==> config.mk <==
export PLATFORM = sky130hd
export DESIGN_NAME = ball_renderer
export DESIGN_NICKNAME = d
export VERILOG_FILES = /design/src/rtl/ball_renderer.sv
export SDC_FILE = /design/constraint.sdc
export NUM_CORES = 1
export LEC_CHECK = 0
export CORE_ASPECT_RATIO = 1.4
export CORE_MARGIN = 3
export CORE_UTILIZATION = 60
export CTS_BUF_LIST = sky130_fd_sc_hd__clkbuf_8
export DETAILED_ROUTE_END_ITERATION = 12
export GPL_ROUTABILITY_DRIVEN = 1
export PLACE_DENSITY = 0.86
export SYNTH_ARGS = -nofsm -noshare
export SYNTH_HDL_FRONTEND = slang
export SYNTH_SLANG_ARGS = --single-unit
==> constraint.sdc <==
create_clock -name clock -period 12.9 [get_ports clock]
set_clock_uncertainty 0.2 [all_clocks]
set_input_delay 3.225 -clock clock [delete_from_list [all_inputs] [get_ports clock]]
set_output_delay 3.225 -clock clock [all_outputs]
set_load 0.005 [all_outputs]
==> src/rtl/ball_renderer.sv <==
// ball_renderer: ball/paddle/background pixel generator with per-frame ball FSM; define BALL_BORDER_EN to draw a grey screen border
module ball_renderer #(
    parameter int H_RES        = 1280,
    parameter int V_RES        = 1024,
    parameter int SIZE         = 16,
    parameter int SPEED        = 4,
    parameter int PAD_W        = 8,
    parameter int PAD_H        = 128,
    parameter int SERVE_FRAMES = 60,
    parameter int MISS_FRAMES  = 60
) (
    input  logic        clock,
    input  logic        reset,
    input  logic [11:0] col,
    input  logic [10:0] row,
    input  logic        visible,
    input  logic        vsync,
    input  logic [1:0]  seed,
    input  logic [10:0] pad_top,
    output logic [7:0]  red,
    output logic [7:0]  green,
    output logic [7:0]  blue,
    output logic        hit,
    output logic [7:0]  score
);
    localparam logic [11:0] XC = 12'((H_RES - SIZE) / 2);
    localparam logic [11:0] XMAX = 12'(H_RES - SIZE);
    localparam logic [11:0] XLIM = 12'(PAD_W + SPEED);
    localparam logic [11:0] SZX = 12'(SIZE);
    localparam logic [11:0] SPX = 12'(SPEED);
    localparam logic [11:0] PWX = 12'(PAD_W);
    localparam logic [10:0] YC = 11'((V_RES - SIZE) / 2);
    localparam logic [10:0] YMAX = 11'(V_RES - SIZE);
    localparam logic [10:0] SZY = 11'(SIZE);
    localparam logic [10:0] SPY = 11'(SPEED);
    localparam logic [10:0] PH = 11'(PAD_H);
    localparam logic [10:0] PMAX = 11'(V_RES - PAD_H);
    localparam logic [15:0] SERVE_LAST = 16'(SERVE_FRAMES - 1);
    localparam logic [15:0] MISS_LAST = 16'(MISS_FRAMES - 1);

    typedef enum logic [1:0] {SERVE = 2'd0, MOVE = 2'd1, MISS = 2'd2} state_t;

    state_t      state_q, state_d;
    logic [15:0] cnt_q, cnt_d;
    logic [11:0] x_q, x_d;
    logic [10:0] y_q, y_d;
    logic        dx_q, dx_d, dy_q, dy_d;
    logic        vs_q, vs_d;
    logic        hit_q, hit_d;
    logic [7:0]  score_q, score_d;
    logic        in_ball_q, in_ball_d, in_pad_q, in_pad_d, vis_q, vis_d;
    logic [23:0] rgb_q, rgb_d;
`ifdef BALL_BORDER_EN
    logic        border_q, border_d;
`endif

    logic        tick;
    logic [10:0] pad_c;
    logic        overlap;

    assign tick    = vs_q & ~vsync;
    assign pad_c   = (pad_top > PMAX) ? PMAX : pad_top;
    assign overlap = (y_q + SZY > pad_c) && (y_q < pad_c + PH);
    assign vs_d    = vsync;

    // Ball FSM: everything advances only on the frame tick; both axes resolve from the pre-update y
    always_comb begin
        state_d = state_q;
        cnt_d   = cnt_q;
        x_d     = x_q;
        y_d     = y_q;
        dx_d    = dx_q;
        dy_d    = dy_q;
        hit_d   = 1'b0;
        score_d = score_q;
        if (tick) begin
            case (state_q)
                SERVE: begin
                    x_d     = XC;
                    y_d     = YC;
                    dx_d    = seed[0];
                    dy_d    = seed[1];
                    cnt_d   = (cnt_q == SERVE_LAST) ? 16'd0 : cnt_q + 16'd1;
                    state_d = (cnt_q == SERVE_LAST) ? MOVE : SERVE;
                end
                MOVE: begin
                    if (dy_q && y_q + SPY >= YMAX) begin
                        y_d  = YMAX;
                        dy_d = 1'b0;
                    end else if (!dy_q && y_q < SPY) begin
                        y_d  = 11'd0;
                        dy_d = 1'b1;
                    end else begin
                        y_d = dy_q ? y_q + SPY : y_q - SPY;
                    end
                    if (dx_q && x_q + SPX >= XMAX) begin
                        x_d  = XMAX;
                        dx_d = 1'b0;
                    end else if (!dx_q && x_q < XLIM) begin
                        if (overlap) begin
                            x_d     = PWX;
                            dx_d    = 1'b1;
                            hit_d   = 1'b1;
                            score_d = (&score_q) ? score_q : score_q + 8'd1;
                        end else begin
                            state_d = MISS;
                            cnt_d   = 16'd0;
                            score_d = 8'd0;
                        end
                    end else begin
                        x_d = dx_q ? x_q + SPX : x_q - SPX;
                    end
                end
                default: begin
                    cnt_d   = (cnt_q == MISS_LAST) ? 16'd0 : cnt_q + 16'd1;
                    state_d = (cnt_q == MISS_LAST) ? SERVE : MISS;
                    x_d     = (cnt_q == MISS_LAST) ? XC : x_q;
                    y_d     = (cnt_q == MISS_LAST) ? YC : y_q;
                end
            endcase
        end
    end

    // Two-stage pixel pipeline: stage 1 classifies the coordinate, stage 2 picks the colour by priority
    always_comb begin
        in_ball_d = (col >= x_q) && (col < x_q + SZX) && (row >= y_q) && (row < y_q + SZY);
        in_pad_d  = (col < PWX) && (row >= pad_c) && (row < pad_c + PH);
        vis_d     = visible;
`ifdef BALL_BORDER_EN
        border_d  = (col < 12'd2) || (col >= 12'(H_RES - 2)) || (row < 11'd2) || (row >= 11'(V_RES - 2));
`endif
        rgb_d = !vis_q ? 24'h000000 :
                in_ball_q ? ((state_q == MISS) ? 24'hFF0000 : 24'hFFFFFF) :
                in_pad_q ? 24'h0000FF :
`ifdef BALL_BORDER_EN
                border_q ? 24'h808080 :
`endif
                24'h00FF00;
    end

    // State and pipeline registers with synchronous reset
    always_ff @(posedge clock) begin
        if (reset) begin
            state_q   <= SERVE;
            cnt_q     <= 16'd0;
            x_q       <= XC;
            y_q       <= YC;
            dx_q      <= 1'b0;
            dy_q      <= 1'b0;
            vs_q      <= 1'b1;
            hit_q     <= 1'b0;
            score_q   <= 8'd0;
            in_ball_q <= 1'b0;
            in_pad_q  <= 1'b0;
            vis_q     <= 1'b0;
            rgb_q     <= 24'h000000;
`ifdef BALL_BORDER_EN
            border_q  <= 1'b0;
`endif
        end else begin
            state_q   <= state_d;
            cnt_q     <= cnt_d;
            x_q       <= x_d;
            y_q       <= y_d;
            dx_q      <= dx_d;
            dy_q      <= dy_d;
            vs_q      <= vs_d;
            hit_q     <= hit_d;
            score_q   <= score_d;
            in_ball_q <= in_ball_d;
            in_pad_q  <= in_pad_d;
            vis_q     <= vis_d;
            rgb_q     <= rgb_d;
`ifdef BALL_BORDER_EN
            border_q  <= border_d;
`endif
        end
    end

    assign {red, green, blue} = rgb_q;
    assign hit   = hit_q;
    assign score = score_q;
endmodule

==> impl_metrics.yaml, run 1 <==
power:
  p_clk_frac: 0.284
  intPower_mw: 0.2498
  power_frac_comb: 0.209
  power_mw: 0.3504
  p_sw_mw: 0.1006
  seqPwrFrac: 0.507
  switching_share: 0.2870
  powerDensity_mw_per_mm2: 57.87
  p_leak_nw: 2.322
  ir_worst_vdd_uv: 65.31
die:
  die_area_mm2: 0.01017
  die_height_um: 118.1
  die_x_um: 86.09
  fp-row-count: 40
  io_pins: 73
  fp.coreArea_mm2: 0.008658
  start_util: 0.6223
critical_path:
  path_max_fanout: 15
  cp_slowest_cell: "a31oi_1"
  slowest_delay_ps: 800
  critPathLaunchType: "input port"
  crit_type: "input port to flip-flop"
  path_cells: "clkdlybuf4s50_1 > a31oi_1 > a31oi_1 > or2_2 > ha_1 > inv_1 > ha_1 > a211o_1 > or3_1 > a32o_1 > o31ai_4 > a21oi_2 > a311oi_1"
  crit_arrival_ps: 7690
  r2r_slack_ps: 8600
  endpoint_kind: "flip-flop"
  required_ps: 12920
  path_buf_inv: 2
  critical-path-top-delay-family: "compound AO/OA/AOI/OAI gates"
logic_synthesis:
  async_flop_share: 0
  synth_seq_area_share: 0.2044
  synth_edf_count: 0
  ys_types: 72
  netlist_area_mm2: 0.005388
  syn_inst: 691
  synth_area_per_cell_um2: 7.797
  synthFlopType: "dfxtp_1"
  ys_seq_elements: 55
  yosysWarnings: 0
sta:
  period_minus_slack_ps: 7670
  hold_viol: 0
  holdWs_ps: 296.2
  max_freq_mhz: 130.4
  setup_viol: 0
  rsz0062_at_grt: "false"
  postLayoutSetupSlackWorst_ps: 5230
  worst_slew_pin_slew_ps: 978.1
  max_slew_margin: 0.3449
  final.setup.tns_ps: 0
  post-route-period-util: 0.5946
  final_max_slew_viol_count: 0
clock_network:
  postCtsHoldBufs: 0
  clock_latency_ps: 310
  cts_sinks: 55
  post_cts_buffers: 0
  cts_root_buffer: "clkbuf_8"
  tritoncts: "done"
  h-tree-depth: 2
  path_clk_slew_ps: 100
  cts_max_path_buffers: 2
  cts_resized: 0
  cts_buffers: 5
detailed_routing:
  drt_iter0_drc: 379
  post_drt_wl_per_cell_um: 17.50
  drc: 0
  vias: 5331
  vias_per_cell: 6.470
  firstDrtPassIters: 7
  ant_nets: 0
  drt-total-wl_um: 14420
finish:
  multi_input_area_mm2: 0.003842
  stdcell_area_mm2: 0.006055
  syn2layout_area_growth_pct: 12.38
  drive_above_1_share: 0.04033
  regArea_mm2: 0.001101
  num_antenna_cells: 0
  nFillCells: 697
  fin_nets: 832
global_route:
  overflow: 0
  grt_max_degree: 58
  grt_usage: 0.2776
  grt_pass1_vias: 5204
  antenna_found_initial: 0
  grt_pass1_wl_um: 23400
min_path:
  hp-class: "flip-flop to flip-flop"
placement:
  dpl.hpwl_um: 11310
  dpl_cell_area_mm2: 0.005959
  gp_congestion: 0.9168
  io_buffers: 70
  dpl_worst_slack_ps: 4948
run:
  timing.max_cap.violations: 0
status:
  status: "complete, no violations"
kinds of logic after synthesis:
kind of cell,after synthesis,share of synthesized area
AO/OA/AOI/OAI,173,0.2253
XOR/XNOR,24,0.03902
adder cells (fa/ha/maj),75,0.1737
buffers and inverters,97,0.08314
flip-flops,55,0.2044
multiplexers,8,0.01533
other,1,0.0006960
AND/OR/NAND/NOR,258,0.2585
cell type report:
type	instances	share of cell area
multi-input cells	540	0.6346
flip-flops and latches	55	0.1819
repair buffers	73	0.1194
inverters	43	0.02666
well taps	105	0.02170
clock buffers	6	0.01364
clock inverters	2	0.002067
registers in the layout, summed over array words and instances (netlist names):
name and count:
cnt_q 16, x_q 10, y_q 9, score 8, rgb_q 3, state_q 2, dx_q 1, dy_q 1
hit 1, in_ball_q 1, in_pad_q 1, vis_q 1, vs_q 1
cells in the final DEF, fill, tap and decap left out, drive strengths merged, types with 7 or more instances in the layout:
cell / count
dfxtp: 55
and3: 9
o31a: 8
o211ai: 7
o31ai: 7
clkdlybuf4s50: 70
nor3: 28
nand4: 13
or3: 12
o21a: 10
or2: 7
nand3: 35
inv: 44
nor2: 42
xnor2: 18
nor2b: 8
nor4: 14
nand2: 40
o21ai: 35
a21oi: 38
ha: 74
nand2b: 20
a31oi: 10
power by group through the flow:
stage	logic, mW	clock network [mW]	registers, mW
finish	0.0731	0.0997	0.178
global route	0.0816	0.108	0.178
CTS	0.0727	0.101	0.177
detailed placement	0.0722	0	0.181
global placement	0.0686	0	0.181
floorplan	0.0475	0	0.178
worst paths after layout:
kind / startpoint / to / cells after the start
hold / removal: in_pad_q$_SDFF_PP0_ / rgb_q[15]$_SDFF_PP0_ / 1
hold reg to reg: in_pad_q$_SDFF_PP0_ / rgb_q[15]$_SDFF_PP0_ / 1
setup reg to reg: y_q[6]$_SDFFE_PP1P_ / cnt_q[3]$_SDFFE_PP0P_ / 11
setup / recovery: pad_top[7] / cnt_q[3]$_SDFFE_PP0P_ / 13
per-layer routing:
layer | share of wire | vias up | GRT usage
met4 | 0.051 | 0 | 0.1475
met5 | 0 | - | 0
li1 | - | 2589 | -
met2 | 0.52 | 245 | 0.5179
met1 | 0.37 | 2438 | 0.2905
met3 | 0.057 | 59 | 0.03641
per-stage QoR:
step                instances    util
finish                    824  0.6993
global route              824  0.6993
CTS                       824  0.6993
detailed placement        816  0.6883
global placement          816  0.6883
floorplan                 692       -
Yosys cell counts, types with 18 or more instances:
cell type,instances,area [um2]
ha_1,74,925.9
dfxtp_1,55,1101
inv_1,43,161.4
nor2_1,42,157.7
nand2_1,40,150.1
a21oi_1,37,185.2
nand3_1,35,175.2
clkbuf_1,28,105.1
nor3_1,28,140.1
o21ai_0,27,135.1
buf_4,21,157.7
nand2b_1,20,125.1
xnor2_1,18,157.7
Power figures use the tool's default switching activity.
==> run 2, diff against run 1 <==
--- a/config.mk
+++ b/config.mk
@@ -7,11 +7,11 @@
 export LEC_CHECK = 0
 export CORE_ASPECT_RATIO = 1.4
 export CORE_MARGIN = 3
-export CORE_UTILIZATION = 60
+export CORE_UTILIZATION = 52
 export CTS_BUF_LIST = sky130_fd_sc_hd__clkbuf_8
 export DETAILED_ROUTE_END_ITERATION = 12
 export GPL_ROUTABILITY_DRIVEN = 1
-export PLACE_DENSITY = 0.86
+export PLACE_DENSITY = 0.79
 export SYNTH_ARGS = -nofsm -noshare
 export SYNTH_HDL_FRONTEND = slang
 export SYNTH_SLANG_ARGS = --single-unit
==> constraint.sdc (replaced) <==
create_clock -name clock -period 6.7 [get_ports clock]
set_clock_uncertainty 0.2 [all_clocks]
set_input_delay 1.675 -clock clock [delete_from_list [all_inputs] [get_ports clock]]
set_output_delay 1.675 -clock clock [all_outputs]
set_load 0.005 [all_outputs]
==> run 2 against run 1 <==
- wire length decreased by 1.9%
- power is 90% higher
- largest cell class unchanged
- core utilization down 9.1 points
- combinational power up 94%
- critical path type unchanged
==> impl_metrics.yaml, run 2 (synthesis results as in run 1) <==
status:
  status: "complete, no violations"
clock_network:
  path_clk_slew_ps: 100
  h-tree-depth: 2
  post_cts_buffers: 0
  cts_root_buffer: "clkbuf_8"
  cts_sinks: 55
  clock_latency_ps: 320
  cts_resized: 0
  cts_buffers: 5
  tritoncts: "done"
  cts_max_path_buffers: 2
  postCtsHoldBufs: 0
critical_path:
  path_max_fanout: 15
  path_buf_inv: 2
  worstSetupPathDepth: 14
  r2r_cells: 12
  r2r-end: "cnt_q[12]$_SDFFE_PP0P_"
  slowest_delay_ps: 530
  critPathLaunchType: "input port"
  r2r_slack_ps: 2790
  cp_slowest_cell: "or4_1"
  crit_type: "input port to flip-flop"
  required_ps: 6720
  critical-path-top-delay-family: "compound AO/OA/AOI/OAI gates"
  crit_start: "pad_top[10]"
  crit_arrival_ps: 5880
  path_cells: "clkdlybuf4s50_1 > or4_1 > nor2_1 > a31oi_1 > or2_2 > ha_1 > inv_1 > ha_1 > a211o_1 > or3_1 > a32o_1 > o31ai_4 > a21oi_2 > a311oi_1"
  critPathCapture: "cnt_q[4]$_SDFFE_PP0P_"
  regToRegStartpoint: "y_q[6]$_SDFFE_PP1P_"
  cpMostUsedCell: "ha_1"
  endpoint_kind: "flip-flop"
sta:
  max_freq_mhz: 170.7
  final.setup.tns_ps: 0
  rsz0062_at_grt: "false"
  hold_viol: 0
  setup_viol: 0
  post-route-period-util: 0.8743
  max_slew_margin: 0.4810
  period_minus_slack_ps: 5858
  holdWs_ps: 255.1
  worst_slew_pin_slew_ps: 777.4
  final_max_slew_viol_count: 0
  postLayoutSetupSlackWorst_ps: 842.1
detailed_routing:
  drt_iter0_drc: 573
  firstDrtPassIters: 5
  drt-total-wl_um: 14150
  post_drt_wl_per_cell_um: 16.53
  vias_per_cell: 6.285
  drc: 0
  vias: 5380
  ant_nets: 0
power:
  powerDensity_mw_per_mm2: 109.1
  p_leak_nw: 2.324
  ir_worst_vdd_uv: 70.25
  power_mw: 0.6649
finish:
  top_register: "cnt_q"
  final_common_cell: "ha_1"
  fin_nets: 834
  reg_top3: "cnt_q (16), x_q (10), y_q (9)"
  syn2layout_area_growth_pct: 13.07
  largest_reg_flops: 16
  fin_util: 0.6088
  nFillCells: 909
  drive_above_1_share: 0.04438
  num_antenna_cells: 0
  final_cell_mix: "ha_1, clkdlybuf4s50_1, dfxtp_1"
global_route:
  grt_usage: 0.2419
  grtUsageMet2: 0.4458
  gr-usage-met1: 0.2646
  grt_pass1_vias: 5102
  grt.met3_usage: 0.03203
  overflow: 0
  antenna_found_initial: 0
  grt_max_degree: 35
  busiest_layer: "met2"
  grt_pass1_wl_um: 23580
placement:
  dpl_worst_slack_ps: 529.9
  gp_congestion: 0.9332
  io_buffers: 70
  dpl.hpwl_um: 11170
die:
  die_height_um: 126.4
  io_pins: 73
  die_area_mm2: 0.01164
  fp-row-count: 43
  die_x_um: 92.03
  fp.coreArea_mm2: 0.01001
  start_util: 0.5384
min_path:
  hp-class: "flip-flop to flip-flop"
run:
  timing.max_cap.violations: 0
==> run 2: cell types whose count changed in the layout (fill, tap and decap cells not counted) <==
| cell | change |
|---|---|
| buf_2 | +1 |
| buf_4 | +2 |
| clkbuf_8 | -1 |
| clkdlybuf4s50_1 | -1 |
| clkinv_2 | +1 |
| clkinv_4 | -1 |
| clkinvlp_4 | +1 |
==> run 2: cell type report <==
type	count	area (um2)	area share
clock inverters	3	16.27	0.002670
inverters	43	161.4	0.02649
repair buffers	75	733.2	0.1204
flip-flops and latches	55	1101	0.1807
multi-input cells	540	3842	0.6307
well taps	135	168.9	0.02773
clock buffers	5	68.82	0.01130
==> run 2: per-stage QoR <==
stage | area (um2) | std cells
final | 6092 | 856
after global routing | 6092 | 856
after CTS | 6092 | 856
after detailed placement | 6007 | 848
after global placement | 6007 | 848
after floorplan | 5391 | 692
==> run 2: routing by layer <==
layer	vias to the layer above	share of wire	wire length [um]
li1	2586	-	-
met1	2552	0.39	5557
met2	194	0.51	7251
met3	48	0.046	652
met4	0	0.049	689
met5	-	0	0
==> run 2: worst min-delay path by stage <==
stage,startpoint,to,cells past startpoint
detailed placement,vis_q$_SDFF_PP0_,rgb_q[22]$_SDFF_PP0_,2
finish,vis_q$_SDFF_PP0_,rgb_q[22]$_SDFF_PP0_,2
CTS,vis_q$_SDFF_PP0_,rgb_q[22]$_SDFF_PP0_,2
global placement,vis_q$_SDFF_PP0_,rgb_q[22]$_SDFF_PP0_,2
floorplan,in_pad_q$_SDFF_PP0_,rgb_q[15]$_SDFF_PP0_,1
global route,vis_q$_SDFF_PP0_,rgb_q[22]$_SDFF_PP0_,2
==> run 2: report_power, final <==
part / leakage [nW] / total [mW] / internal [mW] / switching [mW]
Sequential: 0.445 / 0.342 / 0.331 / 0.0109
Combinational: 1.83 / 0.142 / 0.0669 / 0.0748
Clock: 0.0453 / 0.181 / 0.0719 / 0.109
==> run 2: worst register-to-register path, delay by kind of cell (launching register included) <==
family | cells | cell delay [ps]
AOI/OAI and AO/OA | 4 | 1230
and+or+nand+nor | 4 | 780
DFF | 1 | 580
buffers and inverters | 2 | 440
adders and majority gates | 1 | 280
xor gates and xnor gates | 1 | 240
==> run 3, diff against run 2 <==
--- a/config.mk
+++ b/config.mk
@@ -7,11 +7,11 @@
 export LEC_CHECK = 0
 export CORE_ASPECT_RATIO = 1.4
 export CORE_MARGIN = 3
-export CORE_UTILIZATION = 52
+export CORE_UTILIZATION = 58
 export CTS_BUF_LIST = sky130_fd_sc_hd__clkbuf_8
 export DETAILED_ROUTE_END_ITERATION = 12
 export GPL_ROUTABILITY_DRIVEN = 1
-export PLACE_DENSITY = 0.79
+export PLACE_DENSITY = 0.84
 export SYNTH_ARGS = -nofsm -noshare
 export SYNTH_HDL_FRONTEND = slang
 export SYNTH_SLANG_ARGS = --single-unit
==> constraint.sdc (replaced) <==
create_clock -name clock -period 6.43 [get_ports clock]
set_clock_uncertainty 0.2 [all_clocks]
set_input_delay 1.6075 -clock clock [delete_from_list [all_inputs] [get_ports clock]]
set_output_delay 1.6075 -clock clock [all_outputs]
set_load 0.005 [all_outputs]
==> run 3 against run 2 <==
- register-to-register slack got worse by 290 ps
- hold slack improved by 6.3 ps
- highest routed layer unchanged
- count of clock-buffer cells in the layout stayed put
- combinational power is 4% higher
- wire length decreased by 3.4%
- power rose by 5.3%
- sequential power up 4%
- largest power group unchanged
- first-iteration DRC count is 39% lower
==> impl_metrics.yaml, run 3 (synthesis results as in run 1) <==
finish:
  final_cell_mix: "ha_1, clkdlybuf4s50_1, dfxtp_1"
  fin_util: 0.6725
  largest_reg_flops: 16
  drive_above_1_share: 0.04571
  final_common_cell: "ha_1"
  num_antenna_cells: 0
  syn2layout_area_growth_pct: 12.70
  finalNonFillerCells: 829
  fin_nets: 835
  nFillCells: 759
  top_register: "cnt_q"
  reg_top3: "cnt_q (16), x_q (10), y_q (9)"
  stdcell_area_mm2: 0.006072
sta:
  rsz0062_at_grt: "false"
  final_max_slew_viol_count: 0
  period_minus_slack_ps: 5711
  max_slew_margin: 0.4792
  final.setup.tns_ps: 0
  setup_viol: 0
  hold_viol: 0
  worst_slew_pin_slew_ps: 780.1
  max_freq_mhz: 175.1
  post-route-period-util: 0.8883
global_route:
  grt_pass1_vias: 5160
  grt_max_degree: 57
  grtUsageMet2: 0.4505
  grt.met3_usage: 0.02816
  grt_pass1_wl_um: 22950
  gr-usage-met1: 0.3120
  busiest_layer: "met2"
  overflow: 0
  grt_usage: 0.2620
  antenna_found_initial: 0
detailed_routing:
  vias: 5345
  ant_nets: 0
  vias_per_cell: 6.448
  drc: 0
  drt_iter0_drc: 347
  drt-total-wl_um: 13660
  firstDrtPassIters: 5
  post_drt_wl_per_cell_um: 16.48
clock_network:
  cts_buffers: 5
  h-tree-depth: 2
  cts_root_buffer: "clkbuf_8"
  cts_sinks: 55
  path_clk_slew_ps: 100
  tritoncts: "done"
  postCtsHoldBufs: 0
  post_cts_buffers: 0
  cts_max_path_buffers: 2
  cts_resized: 0
  clock_latency_ps: 320
power:
  ir_worst_vdd_uv: 137.6
  powerDensity_mw_per_mm2: 115.3
  p_leak_nw: 2.331
critical_path:
  critPathLaunchType: "input port"
  cp_slowest_cell: "or4_1"
  crit_type: "input port to flip-flop"
  required_ps: 6460
  endpoint_kind: "flip-flop"
  crit_arrival_ps: 5750
  slowest_delay_ps: 530
  path_cells: "clkdlybuf4s50_1 > or4_1 > nor2_1 > a31oi_1 > or2_2 > ha_1 > inv_1 > ha_1 > a211o_1 > or3_1 > a32o_1 > o31ai_4 > a21oi_2 > a311oi_1"
  cpMostUsedCell: "ha_1"
  path_buf_inv: 2
  path_max_fanout: 15
  critical-path-top-delay-family: "compound AO/OA/AOI/OAI gates"
die:
  die_x_um: 87.46
  start_util: 0.5967
  die_area_mm2: 0.01050
  fp.coreArea_mm2: 0.009029
  fp-row-count: 41
  die_height_um: 120.0
  io_pins: 73
run:
  timing.max_cap.violations: 0
placement:
  dp_cells: 821
  dpl_cell_area_mm2: 0.005984
  io_buffers: 70
  dpl.hpwl_um: 10730
  gp_congestion: 0.9212
min_path:
  hp-class: "flip-flop to flip-flop"
status:
  status: "complete, no violations"
## run 3: layout make-up
cell class	count	area (um2)	share of cell area
Multi-Input combinational cell	540	3842	0.6328
Tap cell	107	133.9	0.02205
Clock buffer	5	68.82	0.01133
Timing Repair Buffer	76	745.7	0.1228
Sequential cell	55	1101	0.1813
Clock inverter	3	18.77	0.003091
Inverter	43	161.4	0.02658
## run 3: report_power, final
part | internal [mW] | total [mW] | switching (mW) | leakage (nW)
Sequential | 0.345 | 0.356 | 0.0108 | 0.445
Clock | 0.0771 | 0.198 | 0.120 | 0.0483
Combinational | 0.0699 | 0.147 | 0.0767 | 1.84
## run 3: path summary, 6_finish.rpt
check | start | endpoint | slack [ps] | cells past startpoint
hold reg to reg | vis_q$_SDFF_PP0_ | rgb_q[22]$_SDFF_PP0_ | 260 | 2
hold / removal | vis_q$_SDFF_PP0_ | rgb_q[22]$_SDFF_PP0_ | 260 | 2
setup reg to reg | y_q[6]$_SDFFE_PP1P_ | cnt_q[4]$_SDFFE_PP0P_ | 2500 | 12
setup / recovery | pad_top[10] | cnt_q[4]$_SDFFE_PP0P_ | 720 | 14
## run 3: per-stage QoR
| stage | setup WS (ps) | hold slack (ps) | power [mW] |
|---|---|---|---|
| 6_report | 718.5 | 261.4 | 0.7000 |
| 2_1_floorplan | 1171 | 206.4 | 0.4520 |
| 4_1_cts | 712.2 | 263.2 | 0.7002 |
| 5_1_grt | 526.0 | 295.4 | 0.7354 |
| 3_3_place_gp | 490.3 | 240.3 | 0.5012 |
| 3_5_place_dp | 378.9 | 253.5 | 0.5087 |
## run 3: per-layer routing
metal  up-vias  wire (um)
met5         -          0
met4         0        584
met3        44        620
met2       192       6762
met1      2506       5697
li1       2603          -
## run 3: worst register-to-register path, delay by kind of cell (launching register included)
kind / cells / cell delay (ps)
simple gates: 4 / 740
xor+xnor: 1 / 270
flops: 1 / 600
fa+ha+maj: 1 / 290
buf+inv: 2 / 450
compound gates: 4 / 1220
